--- config.mk ---
export PLATFORM = sky130hd
export DESIGN_NAME = mem_arbiter_flat
export DESIGN_NICKNAME = d
export VERILOG_FILES = /design/src/rtl/cpu_types_pkg.sv /design/src/rtl/mem_arbiter_if.sv /design/src/rtl/mem_arbiter_watchdog.sv /design/src/rtl/mem_arbiter.sv /design/src/flat_wrapper.sv
export SDC_FILE = /design/constraint.sdc
export NUM_CORES = 1
export LEC_CHECK = 0
export ABC_AREA = 1
export ABC_CLOCK_PERIOD_IN_PS = 1650
export CORE_ASPECT_RATIO = 0.6
export CORE_UTILIZATION = 33
export DETAILED_ROUTE_END_ITERATION = 7
export PLACE_DENSITY = 0.8
export SYNTH_ARGS = -nofsm -noshare
export SYNTH_HDL_FRONTEND = slang
export SYNTH_SLANG_ARGS = --single-unit
--- constraint.sdc ---
create_clock -name CLK -period 1.65 [get_ports CLK]
set_input_delay 0.4125 -clock CLK [delete_from_list [all_inputs] [get_ports CLK]]
set_output_delay 0.4125 -clock CLK [all_outputs]
set_load 0.01 [all_outputs]
--- src/rtl/cpu_types_pkg.sv ---
// Shared types for the memory arbiter: RAM handshake states, arbiter FSM states, word type.
package cpu_types_pkg;

    typedef logic [31:0] word_t;

    typedef enum logic [1:0] {
        FREE   = 2'd0,
        BUSY   = 2'd1,
        ACCESS = 2'd2,
        ERROR  = 2'd3
    } ramstate_t;

    typedef enum logic [1:0] {
        IDLE = 2'd0,
        DREQ = 2'd1,
        IREQ = 2'd2,
        ERR  = 2'd3
    } arb_state_t;

endpackage

--- src/rtl/mem_arbiter_if.sv ---
// Datapath/cache request bus plus RAM-side bus seen by the memory arbiter.
interface mem_arbiter_if #(
    parameter int ADDR_W = 32,
    parameter int DATA_W = 32
);
    import cpu_types_pkg::*;

    logic              iREN;
    logic [ADDR_W-1:0] iaddr;
    logic [DATA_W-1:0] iload;
    logic              ihit;
    logic              dREN;
    logic              dWEN;
    logic [ADDR_W-1:0] daddr;
    logic [DATA_W-1:0] dstore;
    logic [DATA_W-1:0] dload;
    logic              dhit;
    logic              ramREN;
    logic              ramWEN;
    logic [ADDR_W-1:0] ramaddr;
    logic [DATA_W-1:0] ramstore;
    logic [DATA_W-1:0] ramload;
    ramstate_t         ramstate;
    logic              err;

    modport slave (
        input  iREN, iaddr, dREN, dWEN, daddr, dstore, ramload, ramstate,
        output iload, ihit, dload, dhit, ramREN, ramWEN, ramaddr, ramstore, err
    );

    modport master (
        output iREN, iaddr, dREN, dWEN, daddr, dstore, ramload, ramstate,
        input  iload, ihit, dload, dhit, ramREN, ramWEN, ramaddr, ramstore, err
    );

endinterface

--- src/rtl/mem_arbiter_watchdog.sv ---
// Wait-cycle counter for a pending RAM transaction; tc_o fires on the cycle the count reaches TIMEOUT.
module arb_watchdog #(
    parameter int TIMEOUT = 255
) (
    input  logic clk,
    input  logic rst_n,
    input  logic clear_i,
    input  logic count_en_i,
    output logic tc_o
);

    localparam int CNT_W = (TIMEOUT < 1) ? 1 : $clog2(TIMEOUT + 1);

    logic [CNT_W-1:0] cnt_q;
    logic [CNT_W-1:0] cnt_d;

    // Next count: clear wins, saturate at TIMEOUT
    always_comb begin
        cnt_d = cnt_q;
        if (clear_i) begin
            cnt_d = {CNT_W{1'b0}};
        end else if (count_en_i && (cnt_q != CNT_W'(TIMEOUT))) begin
            cnt_d = cnt_q + CNT_W'(1);
        end else begin
            cnt_d = cnt_q;
        end
    end

    // Counter register
    always_ff @(posedge clk or negedge rst_n) begin
        if (!rst_n) begin
            cnt_q <= {CNT_W{1'b0}};
        end else begin
            cnt_q <= cnt_d;
        end
    end

    assign tc_o = count_en_i && (cnt_q == CNT_W'(TIMEOUT - 1));

endmodule

--- src/rtl/mem_arbiter.sv ---
// Single-port RAM arbiter with data-over-instruction priority and a hang watchdog.
// Optional instruction fairness is enabled by defining MEMARB_FAIR_EN.
module mem_arbiter
    import cpu_types_pkg::*;
#(
    parameter int ADDR_W     = 32,
    parameter int DATA_W     = 32,
    parameter int TIMEOUT    = 255,
    parameter int FAIR_LIMIT = 4
) (
    input  logic          CLK,
    input  logic          nRST,
    mem_arbiter_if.slave  bus
);

    arb_state_t        state_q, state_d;
    logic [ADDR_W-1:0] addr_q, addr_d;
    logic [DATA_W-1:0] data_q, data_d;
    logic              op_wr_q, op_wr_d;
    logic              busy_s;
    logic              req_alive_s;
    logic              tc_s;
    logic              fair_force_s;
    logic              grant_d_s;
    logic              grant_i_s;

    assign busy_s    = (state_q == DREQ) || (state_q == IREQ);
    assign grant_d_s = (state_q == IDLE) && (state_d == DREQ);
    assign grant_i_s = (state_q == IDLE) && (state_d == IREQ);

    arb_watchdog #(.TIMEOUT(TIMEOUT)) u_watchdog (
        .clk        (CLK),
        .rst_n      (nRST),
        .clear_i    (state_q == IDLE),
        .count_en_i (busy_s && (bus.ramstate != ACCESS)),
        .tc_o       (tc_s)
    );

`ifdef MEMARB_FAIR_EN
    localparam int FAIR_W = $clog2(FAIR_LIMIT + 1);

    logic [FAIR_W-1:0] fair_q, fair_d;

    assign fair_force_s = (fair_q == FAIR_W'(FAIR_LIMIT)) && bus.iREN;

    // Consecutive data grants made while an instruction fetch was waiting
    always_comb begin
        fair_d = fair_q;
        if (grant_i_s) begin
            fair_d = {FAIR_W{1'b0}};
        end else if (grant_d_s) begin
            if (bus.iREN) begin
                fair_d = (fair_q == FAIR_W'(FAIR_LIMIT)) ? fair_q : fair_q + FAIR_W'(1);
            end else begin
                fair_d = {FAIR_W{1'b0}};
            end
        end else begin
            fair_d = fair_q;
        end
    end

    // Fairness counter register
    always_ff @(posedge CLK or negedge nRST) begin
        if (!nRST) begin
            fair_q <= {FAIR_W{1'b0}};
        end else begin
            fair_q <= fair_d;
        end
    end
`else
    logic unused_fair_s;
    assign unused_fair_s = FAIR_LIMIT[0];
    assign fair_force_s  = 1'b0;
`endif

    // The granted requester must keep its own request line up or the access is abandoned
    always_comb begin
        req_alive_s = 1'b0;
        case (state_q)
            DREQ:    req_alive_s = op_wr_q ? bus.dWEN : bus.dREN;
            IREQ:    req_alive_s = bus.iREN;
            default: req_alive_s = 1'b0;
        endcase
    end

    // FSM state register
    always_ff @(posedge CLK or negedge nRST) begin
        if (!nRST) begin
            state_q <= IDLE;
        end else begin
            state_q <= state_d;
        end
    end

    // FSM next state
    always_comb begin
        state_d = state_q;
        case (state_q)
            IDLE: begin
                if (bus.dREN && bus.dWEN) begin
                    state_d = ERR;
                end else if ((bus.dREN ^ bus.dWEN) && !fair_force_s) begin
                    state_d = DREQ;
                end else if (bus.iREN) begin
                    state_d = IREQ;
                end else begin
                    state_d = IDLE;
                end
            end
            DREQ, IREQ: begin
                if (bus.ramstate == ERROR) begin
                    state_d = ERR;
                end else if (bus.ramstate == ACCESS) begin
                    state_d = IDLE;
                end else if (!req_alive_s) begin
                    state_d = IDLE;
                end else if (tc_s) begin
                    state_d = ERR;
                end else begin
                    state_d = state_q;
                end
            end
            ERR:     state_d = ERR;
            default: state_d = ERR;
        endcase
    end

    // Request latches, loaded only on the IDLE grant so the RAM sees stable values
    always_comb begin
        addr_d  = addr_q;
        data_d  = data_q;
        op_wr_d = op_wr_q;
        if (grant_d_s) begin
            addr_d  = bus.daddr;
            data_d  = bus.dstore;
            op_wr_d = bus.dWEN;
        end else if (grant_i_s) begin
            addr_d  = bus.iaddr;
            op_wr_d = 1'b0;
        end else begin
            addr_d  = addr_q;
        end
    end

    // Latch registers
    always_ff @(posedge CLK or negedge nRST) begin
        if (!nRST) begin
            addr_q  <= {ADDR_W{1'b0}};
            data_q  <= {DATA_W{1'b0}};
            op_wr_q <= 1'b0;
        end else begin
            addr_q  <= addr_d;
            data_q  <= data_d;
            op_wr_q <= op_wr_d;
        end
    end

    // FSM outputs: strobes from registered state, hits qualified by ramstate
    always_comb begin
        bus.ramREN   = (state_q == IREQ) || ((state_q == DREQ) && !op_wr_q);
        bus.ramWEN   = (state_q == DREQ) && op_wr_q;
        bus.ramaddr  = addr_q;
        bus.ramstore = data_q;
        bus.ihit     = (state_q == IREQ) && (bus.ramstate == ACCESS);
        bus.dhit     = (state_q == DREQ) && (bus.ramstate == ACCESS);
        bus.err      = (state_q == ERR);
        if (bus.ihit) begin
            bus.iload = bus.ramload;
        end else begin
            bus.iload = {DATA_W{1'b0}};
        end
        if (bus.dhit) begin
            bus.dload = bus.ramload;
        end else begin
            bus.dload = {DATA_W{1'b0}};
        end
    end

endmodule

--- src/flat_wrapper.sv ---
// flat-port wrapper written by rule: the top's interface ports become plain ports
module mem_arbiter_flat import cpu_types_pkg::*;
#(
    parameter int ADDR_W     = 32,
    parameter int DATA_W     = 32,
    parameter int TIMEOUT    = 255,
    parameter int FAIR_LIMIT = 4
)
  (CLK, nRST, bus_iREN, bus_iaddr, bus_dREN, bus_dWEN, bus_daddr, bus_dstore, bus_ramload, bus_ramstate, bus_iload, bus_ihit, bus_dload, bus_dhit, bus_ramREN, bus_ramWEN, bus_ramaddr, bus_ramstore, bus_err);
  mem_arbiter_if #(.ADDR_W(ADDR_W), .DATA_W(DATA_W)) bus_i ();
  input  logic CLK;
  input  logic nRST;
  input wire logic [$bits(bus_i.iREN)-1:0] bus_iREN;
  input wire logic [$bits(bus_i.iaddr)-1:0] bus_iaddr;
  input wire logic [$bits(bus_i.dREN)-1:0] bus_dREN;
  input wire logic [$bits(bus_i.dWEN)-1:0] bus_dWEN;
  input wire logic [$bits(bus_i.daddr)-1:0] bus_daddr;
  input wire logic [$bits(bus_i.dstore)-1:0] bus_dstore;
  input wire logic [$bits(bus_i.ramload)-1:0] bus_ramload;
  input wire logic [$bits(bus_i.ramstate)-1:0] bus_ramstate;
  output wire logic [$bits(bus_i.iload)-1:0] bus_iload;
  output wire logic [$bits(bus_i.ihit)-1:0] bus_ihit;
  output wire logic [$bits(bus_i.dload)-1:0] bus_dload;
  output wire logic [$bits(bus_i.dhit)-1:0] bus_dhit;
  output wire logic [$bits(bus_i.ramREN)-1:0] bus_ramREN;
  output wire logic [$bits(bus_i.ramWEN)-1:0] bus_ramWEN;
  output wire logic [$bits(bus_i.ramaddr)-1:0] bus_ramaddr;
  output wire logic [$bits(bus_i.ramstore)-1:0] bus_ramstore;
  output wire logic [$bits(bus_i.err)-1:0] bus_err;
  assign bus_i.iREN = bus_iREN;
  assign bus_i.iaddr = bus_iaddr;
  assign bus_i.dREN = bus_dREN;
  assign bus_i.dWEN = bus_dWEN;
  assign bus_i.daddr = bus_daddr;
  assign bus_i.dstore = bus_dstore;
  assign bus_i.ramload = bus_ramload;
  assign bus_i.ramstate = bus_ramstate;
  assign bus_iload = bus_i.iload;
  assign bus_ihit = bus_i.ihit;
  assign bus_dload = bus_i.dload;
  assign bus_dhit = bus_i.dhit;
  assign bus_ramREN = bus_i.ramREN;
  assign bus_ramWEN = bus_i.ramWEN;
  assign bus_ramaddr = bus_i.ramaddr;
  assign bus_ramstore = bus_i.ramstore;
  assign bus_err = bus_i.err;
  mem_arbiter #(.ADDR_W(ADDR_W), .DATA_W(DATA_W), .TIMEOUT(TIMEOUT), .FAIR_LIMIT(FAIR_LIMIT)) u_core (.CLK(CLK), .nRST(nRST), .bus(bus_i));
endmodule
Word-level counts from Yosys, hierarchy flattened
Cells that the tools add are included.
{"block": "word_totals", "input_bits": 135, "output_inout_bits": 133, "ff_bits": 75, "wordCells": 52}
{"block": "op_classes", "n_eq_ne": 10, "mux": 18, "add_sub_neg": 1, "bitwise_logic": 1, "n_reduce_logical": 17}
{"operator": "two-way mux 32 bit", "n": 4}
{"operator": "two-way mux 8 bit", "n": 2}
{"operator": "two-way mux 2 bit", "n": 7}
{"operator": "== test 2 bit, second input constant", "n": 5}
{"operator": "logical AND 1 bit", "n": 10}
{"operator": "adder 8 x 1 -> 8 bit, second input constant", "n": 1}
{"operator": "== test 8 bit, second input constant", "n": 1}
{"operator": "inequality test 8 bit, second input constant", "n": 1}
{"operator": "case mux 2 bit (3 select lines)", "n": 1}
{"operator": "== test 2 x 1 -> 1 bit, second input constant", "n": 2}
{"operator": "nonzero test 2 bit", "n": 2}
{"operator": "two-way mux 1 bit", "n": 3}
{"operator": "zero test 2 bit", "n": 1}
{"operator": "logical OR 1 bit", "n": 2}
{"operator": "inequality test 2 bit, second input constant", "n": 1}
{"operator": "case mux 1 bit (2 select lines)", "n": 1}
{"operator": "OR reduction 2 bit", "n": 1}
{"operator": "zero test 1 bit", "n": 1}
{"operator": "bitwise XOR 1 bit", "n": 1}

Depth between registers and ports, before layout
Gate-level depths: netlist of run 1.
{"block": "logic_depth", "ltp_word": 13, "ltp_mapped": 12, "mapped_depth_nobuf": 12}

Cells and area by module
Synthesis of run 1 repeated with hierarchy kept, for this count alone.
{"block": "unflattened", "hier_cells": 480, "hier_area_um2": 3986.3}
{"module": "mem_arbiter", "cells_per_inst": 406, "seq_area_each_um2": 1676.6, "area_each_um2": 3465.8, "n_inst": 1}
{"module": "arb_watchdog", "cells_per_inst": 74, "seq_area_each_um2": 200.2, "area_each_um2": 520.5, "n_inst": 1}

Worst setup path after synthesis of run 1
OpenSTA, ideal clock, no wires.
{"block": "synth_path", "kind": "register to output", "startpoint": "register u_core.state_q[1]", "endpoint": "output port bus_dload[0]", "t_required_ps": 1237, "t_arrival_ps": 1423, "path_slack_ps": -186, "path_stages_with_launch": 8, "n_path_buf": 1, "cell_sequence": "dfrtp_1 > inv_1 > ha_1 > inv_1 > nor2_1 > inv_1 > clkbuf_1 > nor2_1"}
{"block": "synth_via", "elab_chain_len": 3}
{"item": "from (decl)", "line": "mem_arbiter.sv:16", "rtl": "arb_state_t state_q, state_d;"}
{"item": "from (signal assigned)", "line": "mem_arbiter.sv:91", "rtl": "state_q <= state_d;"}
{"item": "== test 2 x 1 -> 1 bit", "line": "mem_arbiter.sv:165", "rtl": "bus.dhit = (state_q == DREQ) && (bus.ramstate == ACCESS);"}
{"item": "logical AND 1 bit", "line": "mem_arbiter.sv:165"}
{"item": "named net bus_dhit", "line": "flat_wrapper.sv:24", "rtl": "output wire logic [$bits(bus_i.dhit)-1:0] bus_dhit;"}
{"item": "two-way mux 32 bit", "line": "mem_arbiter.sv:172", "rtl": "if (bus.dhit) begin"}
{"item": "to (decl)", "line": "flat_wrapper.sv:23", "rtl": "output wire logic [$bits(bus_i.dload)-1:0] bus_dload;"}
The timed path passes the listed nets, and every way through them passes these cells.

Worst setup path in the final report of run 1
{"block": "layout_path", "startpoint": "register u_core.state_q[1]", "endpoint": "output port bus_dload[15]"}
{"block": "layout_via", "elab_chain_len": 3}
{"item": "== test 2 x 1 -> 1 bit", "line": "mem_arbiter.sv:165"}
{"item": "logical AND 1 bit", "line": "mem_arbiter.sv:165"}
{"item": "two-way mux 32 bit", "line": "mem_arbiter.sv:172"}
Every way passes these cells.

==> flow_summary.ini, run 1 <==
[timing]
report.final.setup_viol = 140
skew_ps = 3.917
layout_setup_ws_ps = -437.9
worstMarginPinSlew_ps = 415.4
rsz0062_at_grt = true
fmax_mhz = 478.9
setup_tns_ps = -40230
min_period_over_period_pct = 126.5
drv_slew = 0
relSlewSlack_pct = 72.31
hold_violations = 0
period_minus_slack_ps = 2088

[clock_tree]
clockBufferDepth = 2
htreeDepth = 3
cts_hold_buf = 0
numCtsBuffers = 9
clk_latency_ps = 330
cts_tree = done
clock-sinks = 75
clockRootBuffer = clkbuf_16
clk_pin_slew_ps = 50

[floorplan]
row_count = 30
core_um2 = 11560
die_height_um = 87.42
fp.dieW_um = 144.4
start_util_pct = 34.71
dieArea_um2 = 12620
top_level_ports = 268

[setup_path]
path_cells = inv_2, ha_4, inv_4, nor2_4, inv_4, buf_12, buf_12, nor2_4, buf_6
slowest_stage = dfrtp_1
critPathLaunchType = register
path_buf_inv = 6
setup.worst_path.end_class = output port
crit_type = register to output port
cp.arrival_ps = 1680
critPathTopFamily = buffers and inverters
crit_required_ps = 1240
slowest_delay_ps = 400
regToRegStartpoint = u_core.state_q[1]$_DFF_PN0_
setup.worst_path.start = u_core.state_q[1]$_DFF_PN0_
crit_fanout = 8

[finish]
fin_cells = 975
n_antenna_cell = 0
final_util_pct = 75.65
areaGrowthSynthToFinish_pct = 118.0
fin_nets = 954
drive_gt1_share_pct = 44.54
multi_input_area_um2 = 2404
fillers = 799
final_cell_mix = 132 x clkdlybuf4s50_1, 75 x dfrtp_1, 58 x nor2_2
final_common_cell = clkdlybuf4s50_1
final-seq-area_um2 = 1877

[routing]
antenna_left = 0
drtIter0Drc = 179
drcViolationCount = 0
drt-total-wl_mm = 16.41
routed_via_density = 4.886
dr.pass1.iters = 4
dr_total_vias = 4764
routedWlPerCell_um = 16.83

[global_routing]
gr-usage-met2_pct = 44.01
grt_max_degree = 76
antenna_found_initial = 0
grtUsageMet1_pct = 29.73
grtUsageTotal_pct = 25.13
first_global_vias = 4680
grt_overflow = 0
top_usage_layer = met2
grtUsageMet3_pct = 7.587
grt_pass1_wl_mm = 24.03

[job]
drv_cap = 0

[power_and_ir_drop]
p_leak_nw = 4.163
max-vdd-ir-drop_v = 0.0008504
power_density_nw_per_um2 = 1487
p_total_mw = 13.00

[synth]
yosys_warnings = 0
yosysTopAreaCell = dfrtp_1
ys_seq_area_share_pct = 46.77
syn_area_per_cell_um2 = 8.537
synth_area_um2 = 4013
synth_nets = 613
synth_top_area_share_pct = 46.77
ys_types = 25
netlist_top_cells_area = dfrtp_1 47%, nor2_1 9.7%, nand2_1 6.5%
ys_seq_elements = 75
synth_cells = 470

[run_status]
violations = setup timing
status = complete, but fails checks

[place]
finalWeightedCongestion = 0.8013
dp.cells = 899
port-buffer-count = 267
dpl.hpwl_mm = 10.20

[hold_path]
hold_path.class = primary input to async pin
==> registers in the layout, indices dropped and copies added, names as in the netlist <==
signal and cells:
u_core.bus.ramaddr 32, u_core.u_watchdog.cnt_q 8, u_core.op_wr_q 1, u_core.state_q 2
u_core.bus.ramstore 32
==> cell families after synthesis <==
family | Yosys count | synth area share, %
and+or+nand+nor | 219 | 23.51
buffers and inverters | 90 | 9.697
DFF | 75 | 46.77
AOI/OAI and AO/OA | 45 | 6.735
muxes | 32 | 10.57
adders and majority gates | 8 | 2.495
xor gates and xnor gates | 1 | 0.2183
==> through the flow <==
| step | setup slack [ps] | area (um2) | hold WS [ps] |
|---|---|---|---|
| after detailed placement | -847.4 | 7236 | 456.5 |
| after CTS | -460.8 | 8305 | 98.48 |
| final | -437.9 | 8746 | 75.60 |
| after floorplan | -2.359 | 4254 | 116.9 |
| after global placement | -791.1 | 7236 | 455.8 |
| after global routing | -512.3 | 8746 | 107.5 |
==> worst reg2reg max path, cell delays in order (launching register included) <==
cell,delay (ps)
dfrtp_1,400
inv_2,100
buf_4,140
ha_4,160
inv_4,50
nor2_8,110
nand3_4,110
buf_6,140
buf_6,110
buf_12,140
buf_12,120
buf_16,130
nand2_2,40
a31oi_1,80
==> cell type report <==
| cell class | instances | share of cell area (%) |
|---|---|---|
| Clock buffer | 13 | 2.976 |
| Clock inverter | 2 | 0.4006 |
| Inverter | 61 | 2.833 |
| Multi-Input combinational cell | 305 | 27.48 |
| Sequential cell | 75 | 21.46 |
| Tap cell | 160 | 2.289 |
| Timing Repair Buffer | 359 | 42.56 |
==> layer usage <==
| layer | share of wire, % | up-vias |
|---|---|---|
| met5 | 0 | - |
| met4 | 1.8 | 0 |
| li1 | - | 2222 |
| met2 | 51 | 217 |
| met3 | 8.1 | 28 |
| met1 | 39 | 2297 |
==> cells in the mapped netlist, drive strengths merged <==
library cell  number
a31oi             32
nor3               2
mux2              32
xor2               1
a21oi              5
nand2             69
o31ai              1
inv               60
nand3              9
nand4             33
buf               14
clkbuf            15
nand3b             1
clkinv             1
dfrtp             75
nor2             105
ha                 8
o21ai              5
o22ai              2
==> timing repair <==
item	4_1_cts	5_1_grt
gates cloned	15	3
setup buffers	38	12
setup endpoints to repair	193	157
pin swaps	34	16
gates resized for setup	460	80
==> where the power goes <==
part	internal (mW)	total [mW]	switching, mW
Combinational	4.32	7.83	3.50
Sequential	2.70	3.22	0.517
Clock	1.24	1.96	0.716
==> final timing paths <==
check	slack, ps	depth (start not counted)	end
min	80	2	u_core.bus.ramaddr[18]$_DFFE_PN0P_
max	-440	9	bus_dload[15]
min in group CLK	500	1	u_core.bus.ramstore[20]$_DFFE_PN0P_
max reg2reg	-300	13	u_core.bus.ramaddr[21]$_DFFE_PN0P_
min reg2reg	500	1	u_core.bus.ramstore[20]$_DFFE_PN0P_
max in group asynchronous	1230	2	u_core.bus.ramaddr[30]$_DFFE_PN0P_
Note: power is estimated with default switching activity, not from simulation.
==> run 2: changes to the inputs <==
Settings changed: CORE_ASPECT_RATIO 0.6 to 1.25.
==> run 2 against run 1 <==
Compared with the run above: the flow still finishes with violations (setup timing); first-iteration DRC count is 77% higher; die area hardly changed; non-clock buffer count is 11 lower; hold slack better by 430 ps; sequential power is 5% higher; sequential share of layout area is 0.65 points lower; critical path type unchanged; largest power group unchanged.
==> flow_summary.ini, run 2 (synthesis results as in run 1) <==
[run_status]
status = complete, but fails checks
violations = setup timing

[finish]
final_common_cell = clkdlybuf4s50_1
final-seq-area_um2 = 1877
fin_nets = 943
final_area_um2 = 9019
areaGrowthSynthToFinish_pct = 124.8
final_cell_mix = 131 x clkdlybuf4s50_1, 75 x dfrtp_1, 59 x buf_6
multi_input_area_um2 = 2620
drive_gt1_share_pct = 45.22
fillers = 694

[floorplan]
die_height_um = 125.3
fp.dieW_um = 100.6
dieArea_um2 = 12610
core_um2 = 11730
top_level_ports = 268
row_count = 44
start_util_pct = 34.22

[place]
finalWeightedCongestion = 0.8650
dpl_cell_area_um2 = 7272
port-buffer-count = 267
dpl.hpwl_mm = 11.58

[routing]
drtIter0Drc = 317
dr.pass1.iters = 5
dr_total_vias = 5048
drt-total-wl_mm = 20.53
drcViolationCount = 0
routed_via_density = 5.220
antenna_left = 0
routedWlPerCell_um = 21.23

[setup_path]
crit_type = register to output port
crit_required_ps = 1240
crit_fanout = 8
setup.worst_path.end_class = output port
critPathLaunchType = register
cp.arrival_ps = 1720

[timing]
min_period_over_period_pct = 129.2
skew_ps = 13.50
hold_ws_ps = 507.3
report.final.setup_viol = 137
fmax_mhz = 469.0
period_minus_slack_ps = 2132
relSlewSlack_pct = 74.61
worstMarginPinSlew_ps = 380.8
hold_violations = 0
layout_setup_ws_ps = -482.2
rsz0062_at_grt = true
drv_slew = 0

[global_routing]
grt_overflow = 0
first_global_vias = 5201
grt_pass1_wl_mm = 27.66
grt_max_degree = 34
grtUsageTotal_pct = 28.97
antenna_found_initial = 0

[clock_tree]
clock-sinks = 75
clk_pin_slew_ps = 60
clockRootBuffer = clkbuf_16
numCtsBuffers = 9
clockBufferDepth = 2
cts_tree = done
clk_latency_ps = 350
htreeDepth = 3

[job]
drv_cap = 0

[power_and_ir_drop]
power_density_nw_per_um2 = 1521
p_leak_nw = 4.142
max-vdd-ir-drop_v = 0.001136

[hold_path]
hold_path.class = register to register
[run 2: changes by cell type in the layout (fill, tap and decap cells not counted), moves of 3 or more]
cell,before,now
buf_4,41,27
a31oi_4,4,7
buf_16,14,11
nor2_4,22,47
buf_6,40,59
nor2_2,58,40
nand2_4,4,13
nor2_1,24,17
a31oi_1,25,22
nand2_2,30,24
buf_2,47,28
buf_12,14,21
[run 2: repair_timing]
action / 4_1_cts / 5_1_grt
resized for setup: 470 / 146
endpoints found under the hold margin: 22 / 0
setup buffers: 26 / 14
endpoints found under the setup margin: 186 / 157
pin swaps: 27 / 28
gates cloned: 20 / 1
hold buffers: 1 / 0
[run 2: layout make-up]
type,instances,area share [%]
Tap cell,161,2.234
Sequential cell,75,20.81
Timing Repair Buffer,348,41.58
Antenna cell,1,0.02775
Clock inverter,3,0.4856
Clock buffer,13,2.997
Multi-Input combinational cell,305,29.05
Inverter,61,2.816
[run 2: routing by layer]
layer | vias up | global-route usage [%] | part of all wire [%]
li1 | 2192 | - | -
met1 | 2417 | 28.94 | 33
met2 | 365 | 53.63 | 52
met3 | 74 | 9.335 | 9.7
met4 | 0 | 12.87 | 4.6
met5 | - | 0 | 0
[run 2: final timing paths]
check | cells after the start | from | slack [ps] | to
max reg2reg | 12 | u_core.state_q[0]$_DFF_PN0_ | -300 | u_core.bus.ramaddr[1]$_DFFE_PN0P_
min reg2reg | 1 | u_core.bus.ramstore[13]$_DFFE_PN0P_ | 510 | u_core.bus.ramstore[13]$_DFFE_PN0P_
max | 9 | u_core.state_q[1]$_DFF_PN0_ | -480 | bus_iload[0]
max in group asynchronous | 3 | nRST | 570 | u_core.bus.ramstore[4]$_DFFE_PN0P_
min in group asynchronous | 2 | nRST | 530 | u_core.bus.ramaddr[29]$_DFFE_PN0P_
min | 1 | u_core.bus.ramstore[13]$_DFFE_PN0P_ | 510 | u_core.bus.ramstore[13]$_DFFE_PN0P_
[run 2: metrics by stage]
| stage | setup TNS, ps | instances | setup WS (ps) | utilization (%) | power (mW) |
|---|---|---|---|---|---|
| finish | -37610 | 967 | -482.2 | 76.91 | 13.72 |
| global route | -44280 | 966 | -534.0 | 76.89 | 14.21 |
| CTS | -28120 | 963 | -446.3 | 72.41 | 12.70 |
| detailed placement | -94510 | 903 | -849.9 | 62.01 | 9.157 |
| global placement | -88140 | 903 | -803.3 | 62.01 | 8.940 |
| floorplan | -23.59 | 470 | -2.359 | - | 5.971 |
[run 2: critical path, stage by stage, from the launching register on]
cell and delay (ps):
dfrtp_1 360, buf_4 120, buf_6 90, ha_4 150, inv_4 40, nor2_4 130, clkinv_4 110, buf_12 160
nor2_1 80, buf_2 140
[run 2: power breakdown]
part | internal (mW) | switching [mW] | leakage, nW
Sequential | 2.70 | 0.674 | 0.878
Clock | 1.30 | 0.824 | 0.156
Combinational | 4.35 | 3.87 | 3.11
==> run 3: changes to the inputs <==
Settings changed: CORE_UTILIZATION 33 to 34, CTS_BUF_LIST set to sky130_fd_sc_hd__clkbuf_2, PLACE_DENSITY 0.8 to 0.82.
==> run 3 against run 2 <==
Compared with the run above: the run still ends with setup timing left; combinational power shrank 8.3%; maximum frequency shrank 17%; sequential share of layout area grew 1.9 points; global-route usage shrank 2.2 points; final cell count shrank 0.62%; clock power shrank 52%; clock skew grew 7.6 ps; via count shrank 4.1%; register-to-register slack lost 90 ps; total power shrank 14%; critical path type unchanged.
==> flow_summary.ini, run 3 (synthesis results as in run 1) <==
[run_status]
status = complete, but fails checks
violations = setup timing

[power_and_ir_drop]
max-vdd-ir-drop_v = 0.0009952
pwr-share-clk_pct = 8.7
pwr-share-comb_pct = 64.3
power_switching_mw = 4.624
power_density_nw_per_um2 = 1418
p_total_mw = 11.73
p_int_mw = 7.109
seqPwrFrac_pct = 27.1
swShare_pct = 39.41
p_leak_nw = 3.932

[timing]
report.final.setup_viol = 144
min_period_over_period_pct = 155.0
layout_setup_ws_ps = -906.7
relSlewSlack_pct = 67.96
setup_tns_ps = -75160
rsz0062_at_grt = true
worstMarginPinSlew_ps = 477.0
period_minus_slack_ps = 2557
hold_violations = 0
drv_slew = 0
fmax_mhz = 391.1
skew_ps = 21.06

[clock_tree]
clockRootBuffer = clkbuf_2
clockBufferDepth = 2
numCtsBuffers = 9
cts_tree = done
clk_latency_ps = 520
clk_pin_slew_ps = 230
clock-sinks = 75
htreeDepth = 3

[finish]
fin_nets = 961
areaGrowthSynthToFinish_pct = 106.2
drive_gt1_share_pct = 47.63
final_common_cell = clkdlybuf4s50_1
final_cell_mix = 133 x clkdlybuf4s50_1, 93 x buf_2, 75 x dfrtp_1
n_antenna_cell = 0

[floorplan]
fp.dieW_um = 99.17
die_height_um = 123.5
core_um2 = 11560
dieArea_um2 = 12240
row_count = 44
start_util_pct = 34.71
top_level_ports = 268

[global_routing]
grt_overflow = 0
first_global_vias = 5017
grt_max_degree = 44
antenna_found_initial = 0
grtUsageTotal_pct = 26.73
grt_pass1_wl_mm = 24.83

[setup_path]
path_cells = buf_6, inv_4, ha_4, inv_4, nor2_4, inv_4, buf_12, buf_12, buf_16, nor2_2, buf_2
critPathTopFamily = buffers and inverters
setup.worst_path.end_class = output port
crit_top_cell = inv_4
crit_fanout = 5
critPathLaunchType = register
path_buf_inv = 8
rrSetupSlack_ps = -390
crit_type = register to output port
crit_required_ps = 1240
cp.arrival_ps = 2140
slowest_stage = dfrtp_1
slowest_delay_ps = 450

[routing]
routedWlPerCell_um = 17.99
drcViolationCount = 0
routed_via_density = 5.039
drt-total-wl_mm = 17.29
antenna_left = 0
dr_total_vias = 4842
drtIter0Drc = 193
dr.pass1.iters = 4

[job]
drv_cap = 0

[place]
dpl.hpwl_mm = 10.89
finalWeightedCongestion = 0.8295
port-buffer-count = 267

[hold_path]
hold_path.class = primary input to async pin
## run 3: changes by cell type in the layout (fill, tap and decap cells not counted), sizes merged, moves of 3 or more
cell / before / now
buf: 149 / 214
dlygate4sd2: 52 / 0
dlymetal6s2s: 13 / 0
clkbuf: 14 / 23
clkdlybuf4s15: 1 / 4
## run 3: path summary, 6_finish.rpt
kind / from / end / depth (start not counted)
max: u_core.state_q[0]$_DFF_PN0_ / bus_iload[13] / 11
min: nRST / u_core.bus.ramstore[13]$_DFFE_PN0P_ / 2
max reg2reg: u_core.state_q[0]$_DFF_PN0_ / u_core.bus.ramstore[26]$_DFFE_PN0P_ / 12
min reg2reg: u_core.bus.ramstore[11]$_DFFE_PN0P_ / u_core.bus.ramstore[11]$_DFFE_PN0P_ / 1
max in group asynchronous: nRST / u_core.u_watchdog.cnt_q[6]$_DFFE_PN0P_ / 3
min in group CLK: bus_iaddr[4] / u_core.bus.ramaddr[4]$_DFFE_PN0P_ / 3
## run 3: metal layers
layer  GRT usage (%)  routed length, um  vias up
li1                -                  -     2238
met1           25.90               5763     2301
met2           52.14               9684      259
met3           7.066               1327       44
met4           13.14                518        0
met5               0                  0        -
## run 3: metrics by stage
stage	util (%)	cell area (um2)	instances	hold slack, ps	worst slack (ps)
finish	71.56	8273	961	213.7	-906.7
global placement	62.61	7238	880	238.2	-822.8
floorplan	-	4254	470	116.9	-2.359
global route	71.56	8273	961	146.0	-1035
detailed placement	62.61	7238	880	240.4	-847.5
CTS	70.74	8178	953	121.8	-865.1
## run 3: layout make-up
class                   count  area, um2
clock inverters             7      66.31
clock buffers               9      45.04
inverters                  61      246.5
fillers                   844       3288
repair buffers            366       3595
well taps                 138      172.7
multi-input cells         305       2271
flip-flops and latches     75       1877
## run 3: power by group through the flow
| stage | Combinational (mW) | Clock, mW | Sequential (mW) |
|---|---|---|---|
| 6_report | 7.54 | 1.02 | 3.18 |
| 5_1_grt | 8.04 | 1.12 | 3.27 |
| 4_1_cts | 7.20 | 1.05 | 3.13 |
| 3_5_place_dp | 5.95 | 0 | 3.21 |
| 3_3_place_gp | 5.81 | 0 | 3.15 |
| 2_1_floorplan | 2.44 | 0 | 3.53 |
## run 3: worst register-to-register path, delay by kind of cell, from the launching register on
| family | cells | cell delay [ps] |
|---|---|---|
| fa+ha+maj | 1 | 150 |
| buf+inv | 8 | 890 |
| flops | 1 | 450 |
| mux | 1 | 300 |
| simple gates | 2 | 170 |
## run 3: repair_timing
action / in CTS / in global routing
cloned: 14 / 4
endpoints found under the setup margin: 208 / 174
resized for setup: 534 / 141
endpoints found under the hold margin: 75 / 0
pin swaps: 6 / 14
setup buffers: 43 / 8
hold buffers: 1 / 0
